$ cat src/rtl/operand_loader_pkg.sv
// ============================================================================
// Module      : operand_loader_pkg
// Description : Shared state encodings and default width for operand_loader.
// Revision    : 1.0 - initial release
// ============================================================================
`default_nettype none

package operand_loader_pkg;

    localparam int STATE_W   = 2;
    localparam int DEFAULT_W = 4;

    localparam logic [STATE_W-1:0] IDLE  = 2'd0;
    localparam logic [STATE_W-1:0] GOT_A = 2'd1;
    localparam logic [STATE_W-1:0] READY = 2'd2;

endpackage

`default_nettype wire

$ cat src/rtl/operand_loader_btn_debounce.sv
// ============================================================================
// Module      : btn_debounce
// Description : 2-flop synchroniser, stability counter and rising-edge pulse
//               for one push button. OPERAND_LOADER_DEBOUNCE_EN enables the
//               counter; otherwise the synchronised level is edge-detected.
// Revision    : 1.0 - initial release
// ============================================================================
`default_nettype none

module btn_debounce #(
    parameter int DEBOUNCE_CYCLES = 20
) (
    input  logic clk,
    input  logic rst_n,
    input  logic btn_raw,
    output logic level,
    output logic rise_p
);

    logic [1:0] r_sync;
    logic       w_sync;

    always_ff @(posedge clk or negedge rst_n) begin
        if (!rst_n) begin
            r_sync <= 2'b00;
        end else begin
            r_sync <= {r_sync[0], btn_raw};
        end
    end

    assign w_sync = r_sync[1];

`ifdef OPERAND_LOADER_DEBOUNCE_EN
    localparam int                 c_cnt_w    = $clog2(DEBOUNCE_CYCLES + 1);
    localparam logic [c_cnt_w-1:0] c_cnt_last = c_cnt_w'(DEBOUNCE_CYCLES - 1);

    logic [c_cnt_w-1:0] r_cnt;
    logic               r_level;
    logic               r_rise;

    // Every sample equal to the accepted level restarts the stability count.
    always_ff @(posedge clk or negedge rst_n) begin
        if (!rst_n) begin
            r_cnt   <= '0;
            r_level <= 1'b0;
            r_rise  <= 1'b0;
        end else begin
            r_rise <= 1'b0;
            if (w_sync != r_level) begin
                if (r_cnt == c_cnt_last) begin
                    r_cnt   <= '0;
                    r_level <= w_sync;
                    r_rise  <= w_sync;
                end else begin
                    r_cnt <= r_cnt + 1'b1;
                end
            end else begin
                r_cnt <= '0;
            end
        end
    end

    assign level  = r_level;
    assign rise_p = r_rise;
`else
    logic r_prev;
    logic r_rise;

    // The stability count is not used here; the comparison folds to 1.
    always_ff @(posedge clk or negedge rst_n) begin
        if (!rst_n) begin
            r_prev <= 1'b0;
            r_rise <= 1'b0;
        end else begin
            r_prev <= w_sync;
            r_rise <= w_sync & ~r_prev & (DEBOUNCE_CYCLES > 0);
        end
    end

    assign level  = w_sync;
    assign rise_p = r_rise;
`endif

endmodule

`default_nettype wire

$ cat src/rtl/operand_loader.sv
// ============================================================================
// Module      : operand_loader
// Description : Captures two operands from switches on debounced load presses
//               and drives the add/subtract unit. OPERAND_LOADER_DEBOUNCE_EN
//               selects debounced buttons (bypassed when undefined).
// Revision    : 1.0 - initial release
// ============================================================================
`default_nettype none

module operand_loader
    import operand_loader_pkg::*;
#(
    parameter int W               = DEFAULT_W,
    parameter int DEBOUNCE_CYCLES = 20
) (
    input  logic               clk,
    input  logic               rst_n,
    input  logic [W-1:0]       sw,
    input  logic               btn_load,
    input  logic               btn_clr,
    input  logic               sel_sw,
    output logic               en,
    output logic               mux_sel,
    output logic [W-1:0]       input_a,
    output logic [W-1:0]       input_b,
    output logic [STATE_W-1:0] state
);

    logic               w_load_p;
    logic               w_clr_p;
    logic [1:0]         w_unused_levels;

    logic [1:0]         r_sel_sync;
    logic [STATE_W-1:0] r_state;
    logic [STATE_W-1:0] w_state_nxt;
    logic [W-1:0]       r_a;
    logic [W-1:0]       r_b;
    logic [W-1:0]       w_a_nxt;
    logic [W-1:0]       w_b_nxt;
    logic               r_en;

    btn_debounce #(
        .DEBOUNCE_CYCLES (DEBOUNCE_CYCLES)
    ) u_load_db (
        .clk     (clk),
        .rst_n   (rst_n),
        .btn_raw (btn_load),
        .level   (w_unused_levels[0]),
        .rise_p  (w_load_p)
    );

    btn_debounce #(
        .DEBOUNCE_CYCLES (DEBOUNCE_CYCLES)
    ) u_clr_db (
        .clk     (clk),
        .rst_n   (rst_n),
        .btn_raw (btn_clr),
        .level   (w_unused_levels[1]),
        .rise_p  (w_clr_p)
    );

    always_ff @(posedge clk or negedge rst_n) begin
        if (!rst_n) begin
            r_sel_sync <= 2'b00;
        end else begin
            r_sel_sync <= {r_sel_sync[0], sel_sw};
        end
    end

    // Clear is evaluated last so it overrides a coincident load.
    always_comb begin
        w_state_nxt = r_state;
        w_a_nxt     = r_a;
        w_b_nxt     = r_b;
        case (r_state)
            IDLE: begin
                if (w_load_p) begin
                    w_a_nxt     = sw;
                    w_state_nxt = GOT_A;
                end
            end
            GOT_A: begin
                if (w_load_p) begin
                    w_b_nxt     = sw;
                    w_state_nxt = READY;
                end
            end
            READY: begin
                if (w_load_p) begin
                    w_a_nxt     = sw;
                    w_b_nxt     = '0;
                    w_state_nxt = GOT_A;
                end
            end
            default: begin
                w_state_nxt = IDLE;
            end
        endcase
        if (w_clr_p) begin
            w_a_nxt     = '0;
            w_b_nxt     = '0;
            w_state_nxt = IDLE;
        end
    end

    always_ff @(posedge clk or negedge rst_n) begin
        if (!rst_n) begin
            r_state <= IDLE;
            r_a     <= '0;
            r_b     <= '0;
            r_en    <= 1'b0;
        end else begin
            r_state <= w_state_nxt;
            r_a     <= w_a_nxt;
            r_b     <= w_b_nxt;
            r_en    <= (w_state_nxt == READY);
        end
    end

    assign en      = r_en;
    assign mux_sel = r_sel_sync[1];
    assign input_a = r_a;
    assign input_b = r_b;
    assign state   = r_state;

endmodule

`default_nettype wire

$ cat config.mk
export PLATFORM = sky130hd
export DESIGN_NAME = operand_loader
export DESIGN_NICKNAME = d
export VERILOG_FILES = /design/src/rtl/operand_loader_pkg.sv /design/src/rtl/operand_loader_btn_debounce.sv /design/src/rtl/operand_loader.sv
export SDC_FILE = /design/constraint.sdc
export NUM_CORES = 1
export LEC_CHECK = 0
export ABC_AREA = 1
export BUFFER_PORTS_ARGS = -buffer_cell sky130_fd_sc_hd__buf_4
export CORE_MARGIN = 2
export CORE_UTILIZATION = 54
export DETAILED_ROUTE_END_ITERATION = 8
export HOLD_SLACK_MARGIN = 0.12
export PLACE_DENSITY = 0.88
export SETUP_SLACK_MARGIN = 0.3
export SLEW_MARGIN = 20
export SYNTH_ARGS = -nofsm -noshare
export SYNTH_HDL_FRONTEND = slang
export SYNTH_SLANG_ARGS = --single-unit
$ cat constraint.sdc
create_clock -name clk -period 3.35 [get_ports clk]
set_input_delay 0.1675 -clock clk [delete_from_list [all_inputs] [get_ports clk]]
set_output_delay 0.1675 -clock clk [all_outputs]
set_load 0.05 [all_outputs]
==> results.sh, run 1 <==
export IMPL_die_x_microns=43.67
export IMPL_timing_fmax_mhz=730.2
export IMPL_grt_pass1_wl_mm=2.380
export IMPL_p_sw_w=0.0004000
export IMPL_clkLatencyLatePin_ns=0.29
export IMPL_placementRows=14
export IMPL_cts_sinks=21
export IMPL_path_class="reg2reg"
export IMPL_vias=614
export IMPL_htree_levels=1
export IMPL_gp_congestion=0.7705
export IMPL_synth_area_leaders="dfrtp_1 62%, inv_1 7.5%, ha_1 5.9%"
export IMPL_synth_top_cell_area_share_pct=61.86
export IMPL_setup_violations=0
export IMPL_cts_hold_buf=4
export IMPL_first_pass_iters=4
export IMPL_p_int_w=0.0004773
export IMPL_cp_cell_sequence="inv_1 > ha_1 > nor2_2 > nand2_1 > o21ai_2 > inv_1 > nor2_1"
export IMPL_comb_power_share_pct=48.5
export IMPL_die_y_microns=43.67
export IMPL_die_area_sq_um=1907
export IMPL_portBuffers=20
export IMPL_synthDistinctLibCells=16
export IMPL_worstSetupEndpointType="register"
export IMPL_gr_total_overflow=0
export IMPL_hpwl_mm=1.059
export IMPL_rr_endpoint="en"
export IMPL_areaGrowthSynthToFinish_pct=27.98
export IMPL_layout_nets=126
export IMPL_hold_class="in2reg"
export IMPL_ant_nets=0
export IMPL_drt_first_iter_violations=8
export IMPL_p_per_area_nw_per_um2=806.9
export IMPL_p_seq_share_pct=38.3
export IMPL_grt_max_degree=22
export IMPL_synth_seq_area_share_pct=61.86
export IMPL_core_area_sq_um=1489
export IMPL_ys_ff_latch=21
export IMPL_gr_usage_all_layers_pct=17.41
export IMPL_p_leak_nw=0.5941
export IMPL_cp_slowest_cell="dfrtp_1"
export IMPL_whs_endpoint="input_a[3]"
export IMPL_holdCritStartpoint="sw[3]"
export IMPL_routed_wl_mm=1.411
export IMPL_drc=0
export IMPL_fin_total_pwr_w=0.0008773
export IMPL_crit_buf_inv=2
export IMPL_synthesis_instances=84
export IMPL_required_ns=3.58
export IMPL_yosys_area_top_type="dfrtp_1"
export IMPL_drive_above_1_share_pct=26.79
export IMPL_ir_worst_vdd_uv=428.7
export IMPL_cts_root_buffer="clkbuf_4"
export IMPL_rsz0062_at_grt="no"
export IMPL_ff2ff_path_depth=7
export IMPL_cts_setup_buffers=0
export IMPL_synth_nets=97
export IMPL_hold_viol_final=0
export IMPL_reg2reg_from="state[0]"
export IMPL_cp_depth=7
export IMPL_grt_pass1_vias=582
export IMPL_holdPathStages=5
export IMPL_cts_resized=0
export IMPL_outcome="completed"
export IMPL_switching_share_pct=45.60
export IMPL_crit_path_frequent_cell="inv_1"
export IMPL_antenna_cells=0
export IMPL_period_share_pct=40.88
export IMPL_final_max_slew_viol_count=0
export IMPL_io_pins=21
export IMPL_tns_ns=0
export IMPL_post_drt_wl_per_cell_microns=11.02
export IMPL_critPathMaxFanout=5
export IMPL_antenna_found_initial=0
export IMPL_cpPeakStageDelay_ns=0.45
export IMPL_dp_cells=120
export IMPL_cts_tree="built"
export IMPL_ys_warn_count=0
export IMPL_crit_arrival_ns=1.60
export IMPL_maxCapViolCount=0
export IMPL_skew_ns=0.002618
export IMPL_initial_utilization_pct=57.06
export IMPL_via_per_inst=4.797
export IMPL_cts_made_buffers=3
export IMPL_cts_max_path_buffers=2
export IMPL_stdcell_count=128
export IMPL_clk_pin_slew_ns=0.11
export IMPL_p_clk_share_pct=13.2
export IMPL_critical_path_top_delay_family="flip-flops"
export IMPL_start_kind="register"
export IMPL_finalCriticalPeriod_ns=1.369
export IMPL_relSlewSlack_pct=83.37
export IMPL_tightest_slew_ns=0.2494
export IMPL_syn_area_sq_um=849.6
export IMPL_r2r_slack_ns=1.98
export IMPL_avgSynthCellArea_sq_um=10.11
## cell usage in the layout, fill, tap and decap left out, drive strengths merged
master,instances
nand3,5
nor2,12
inv,18
ha,4
buf,20
dfrtp,21
or2,1
o21ai,7
nand2,11
dlygate4sd3,4
a21oi,1
clkbuf,3
nand4,4
clkinv,1
## per-layer routing
layer  wire (microns)  track usage [%]
met1              670            21.57
met2              681            28.24
met3               59            5.417
met4                0            7.273
met5                0                0
## sequential cells by signal, indices dropped and copies added (netlist names), 2 cells and up
name              count
state                 2
r_sel_sync            2
u_clr_db.r_sync       2
input_a               4
input_b               4
u_load_db.r_sync      2
## cell families (layout without fill, tap and decap cells)
| group | count (synthesis) | count (layout) | synth area share [%] |
|---|---|---|---|
| flip-flops | 21 | 21 | 61.86 |
| adder cells (fa/ha/maj) | 4 | 4 | 5.891 |
| buffers and inverters | 18 | 46 | 7.952 |
| AO/OA/AOI/OAI | 8 | 8 | 6.922 |
| AND/OR/NAND/NOR | 33 | 33 | 17.38 |
## cell usage after synthesis (all sizes together)
library cell,instances
dfrtp,21
ha,4
nand3,5
nand4,4
nand2,11
a21oi,1
inv,18
or2,1
o21ai,7
nor2,12
## worst reg2reg max path, cell delays in order (launching register included)
cell and delay [ns]:
dfrtp_1 0.45, inv_1 0.09, ha_1 0.24, nor2_2 0.22
nand2_1 0.10, o21ai_2 0.07, inv_1 0.05, nor2_1 0.09
## worst max path at each step
stage,from,end,slack (ns)
CTS,state[0],en,1.97
global route,state[0],state[1],1.87
detailed placement,state[0],en,1.99
finish,state[0],en,1.98
floorplan,state[0],en,1.75
global placement,state[0],en,2.04
## stage by stage
| step | utilization [%] | worst slack (ns) | hold WS (ns) | cell area, sq um |
|---|---|---|---|---|
| final | 73.03 | 1.981 | 0.2047 | 1087 |
| after CTS | 73.03 | 1.971 | 0.1979 | 1087 |
| after detailed placement | 68.49 | 1.986 | 0.05966 | 1020 |
| after floorplan | - | 1.746 | -0.1281 | 849.6 |
| after global routing | 73.03 | 1.874 | 0.2082 | 1087 |
| after global placement | 68.49 | 2.044 | 0.05334 | 1020 |
## cell type report
type,instances,area [sq um]
clock buffer,3,22.52
clock inverter,1,5.005
timing repair buffer,24,190.2
fill,109,401.6
inverter,18,67.56
sequential,21,525.5
multi-input combinational,45,256.5
tap,16,20.02
## power by group through the flow
stage | Sequential, W | Clock (W) | Combinational, W
after global routing | 0.000343 | 0.000133 | 0.000462
after floorplan | 0.000485 | 0 | 0.000160
after global placement | 0.000339 | 0 | 0.000415
after CTS | 0.000337 | 0.000122 | 0.000427
final | 0.000336 | 0.000116 | 0.000425
after detailed placement | 0.000343 | 0 | 0.000421
Power figures use the tool's default switching activity.
==> run 2: changes to the inputs <==
- CORE_UTILIZATION: 54 -> 50
- PLACE_DENSITY: 0.88 -> 0.83
- clock period: 3.35 -> 1.4 ns (I/O delays scaled with it)
==> run 2 against run 1 <==
  * Wire length rose by 21%
  * Hold slack lost 0.053 ns
  * Highest routed layer is now met4
  * Non-clock buffer count is 6 higher
  * Power grew to 2.7 times the previous value
  * Core utilization up 6.0 points
  * Fmax is 11% higher
  * Critical path type unchanged
  * Worst setup slack worse by 1.8 ns
  * Sequential cell count unchanged
  * Cell count grew 4.7%
  * Register-to-register slack got worse by 1.8 ns
==> results.sh, run 2 (synthesized netlist as in run 1, its figures left out) <==
export IMPL_worstSetupEndpointType="register"
export IMPL_final_max_slew_viol_count=0
export IMPL_die_area_sq_um=2045
export IMPL_gr_total_overflow=0
export IMPL_first_pass_iters=4
export IMPL_outcome="completed"
export IMPL_areaGrowthSynthToFinish_pct=43.45
export IMPL_die_y_microns=45.22
export IMPL_drive_above_1_share_pct=38.14
export IMPL_drc=0
export IMPL_io_pins=21
export IMPL_grt_max_degree=22
export IMPL_core_area_sq_um=1541
export IMPL_htree_levels=1
export IMPL_vias=684
export IMPL_tns_ns=0
export IMPL_die_x_microns=45.22
export IMPL_clk_pin_slew_ns=0.12
export IMPL_cts_made_buffers=3
export IMPL_p_seq_share_pct=34.7
export IMPL_critPathMaxFanout=5
export IMPL_path_class="reg2reg"
export IMPL_gr_usage_all_layers_pct=19.46
export IMPL_relSlewSlack_pct=82.76
export IMPL_hpwl_mm=1.067
export IMPL_portBuffers=20
export IMPL_grt_pass1_vias=642
export IMPL_layout_nets=132
export IMPL_setup_violations=0
export IMPL_p_int_w=0.001295
export IMPL_switching_share_pct=45.94
export IMPL_cts_tree="built"
export IMPL_cts_max_path_buffers=2
export IMPL_required_ns=1.65
export IMPL_tightest_slew_ns=0.2586
export IMPL_p_leak_nw=0.6187
export IMPL_p_per_area_nw_per_um2=1966
export IMPL_layout_cells_most_common_list="22 x buf_4, 19 x dfrtp_1, 14 x inv_1, 10 x nand2_1, 9 x nor2_1"
export IMPL_timing_fmax_mhz=807.1
export IMPL_rsz0062_at_grt="yes"
export IMPL_pre_cts_slack_ns=0.1808
export IMPL_clkLatencyLatePin_ns=0.31
export IMPL_ant_nets=0
export IMPL_skew_ns=0.003852
export IMPL_routed_wl_mm=1.711
export IMPL_fin_ws_ns=0.1610
export IMPL_finalCriticalPeriod_ns=1.239
export IMPL_antenna_cells=0
export IMPL_grt_pass1_wl_mm=2.704
export IMPL_start_kind="register"
export IMPL_drt_first_iter_violations=22
export IMPL_cts_root_buffer="clkbuf_4"
export IMPL_ir_worst_vdd_uv=1115
export IMPL_cts_sinks=21
export IMPL_period_share_pct=88.50
export IMPL_hold_class="in2async"
export IMPL_placementRows=14
export IMPL_p_sw_w=0.001101
export IMPL_maxCapViolCount=0
export IMPL_gp_congestion=0.8278
export IMPL_fillers=99
export IMPL_hold_viol_final=0
export IMPL_final_common_cell="buf_4"
export IMPL_p_clk_share_pct=12.5
export IMPL_via_per_inst=5.104
export IMPL_initial_utilization_pct=55.11
export IMPL_crit_arrival_ns=1.49
export IMPL_comb_power_share_pct=52.8
export IMPL_antenna_found_initial=0
export IMPL_post_drt_wl_per_cell_microns=12.77
run 2: cell count changes in the layout (fill, tap and decap cells not counted), sizes merged:
cell / previous run / this run
clkinvlp: 0 / 1
dlygate4sd3: 4 / 8
clkinv: 1 / 0
buf: 20 / 22
run 2: layer usage:
layer	up-vias	share of wire (%)	track usage, %
met5	-	0	0
met3	7	3.5	4.800
li1	330	-	-
met1	330	41	23.61
met4	0	3.3	11.76
met2	17	52	31.14
run 2: cell type report:
type                    instances  area [sq um]  area share [%]
multi-input cells              45         322.8           26.49
repair buffers                 30         245.2           20.12
flip-flops and latches         21         528.0           43.33
inverters                      18         72.57           5.955
well taps                      16         20.02           1.643
clock inverters                 1         7.507          0.6160
clock buffers                   3         22.52           1.848
run 2: what timing repair did:
item	in CTS	in global routing
gates cloned	0	0
endpoints found under the hold margin	31	0
pin swaps	1	2
resized for setup	2	8
setup endpoints to repair	11	11
buffers inserted	1	1
hold buffers	8	0
run 2: final timing paths:
kind	from	endpoint	slack [ns]	depth (start not counted)
max	state[0]	en	0.16	5
min	rst_n	u_clr_db.r_prev	0.15	2
max reg2reg	state[0]	en	0.16	5
min reg2reg	u_load_db.r_sync[0]	u_load_db.r_sync[1]	0.36	0
max in group asynchronous	rst_n	state[0]	1.02	2
min in group clk	u_load_db.r_sync[0]	u_load_db.r_sync[1]	0.36	0
run 2: metrics by stage:
| step | std cells | instance area [sq um] | util (%) | hold slack [ns] | total power [W] |
|---|---|---|---|---|---|
| global route | 134 | 1219 | 79.06 | 0.1721 | 0.002543 |
| finish | 134 | 1219 | 79.06 | 0.1520 | 0.002396 |
| CTS | 133 | 1177 | 76.38 | 0.1578 | 0.002293 |
| floorplan | 84 | 887.1 | - | -0.2256 | 0.001650 |
| global placement | 120 | 1057 | 68.59 | -0.03931 | 0.001923 |
| detailed placement | 120 | 1057 | 68.59 | -0.03321 | 0.001944 |
run 2: power groups by stage:
stage,Clock [W],Sequential [W],Combinational (W)
after global placement,0,0.000830,0.00109
after detailed placement,0,0.000833,0.00111
after CTS,0.000307,0.000819,0.00117
final,0.000300,0.000831,0.00126
after global routing,0.000335,0.000846,0.00136
after floorplan,0,0.00118,0.000470
run 2: worst max-delay path: stages, from the launching register on:
cell and delay, ns:
dfrtp_2 0.48, ha_2 0.20, or2_1 0.26, nor2_2 0.10, o21ai_2 0.06, nor2_1 0.08
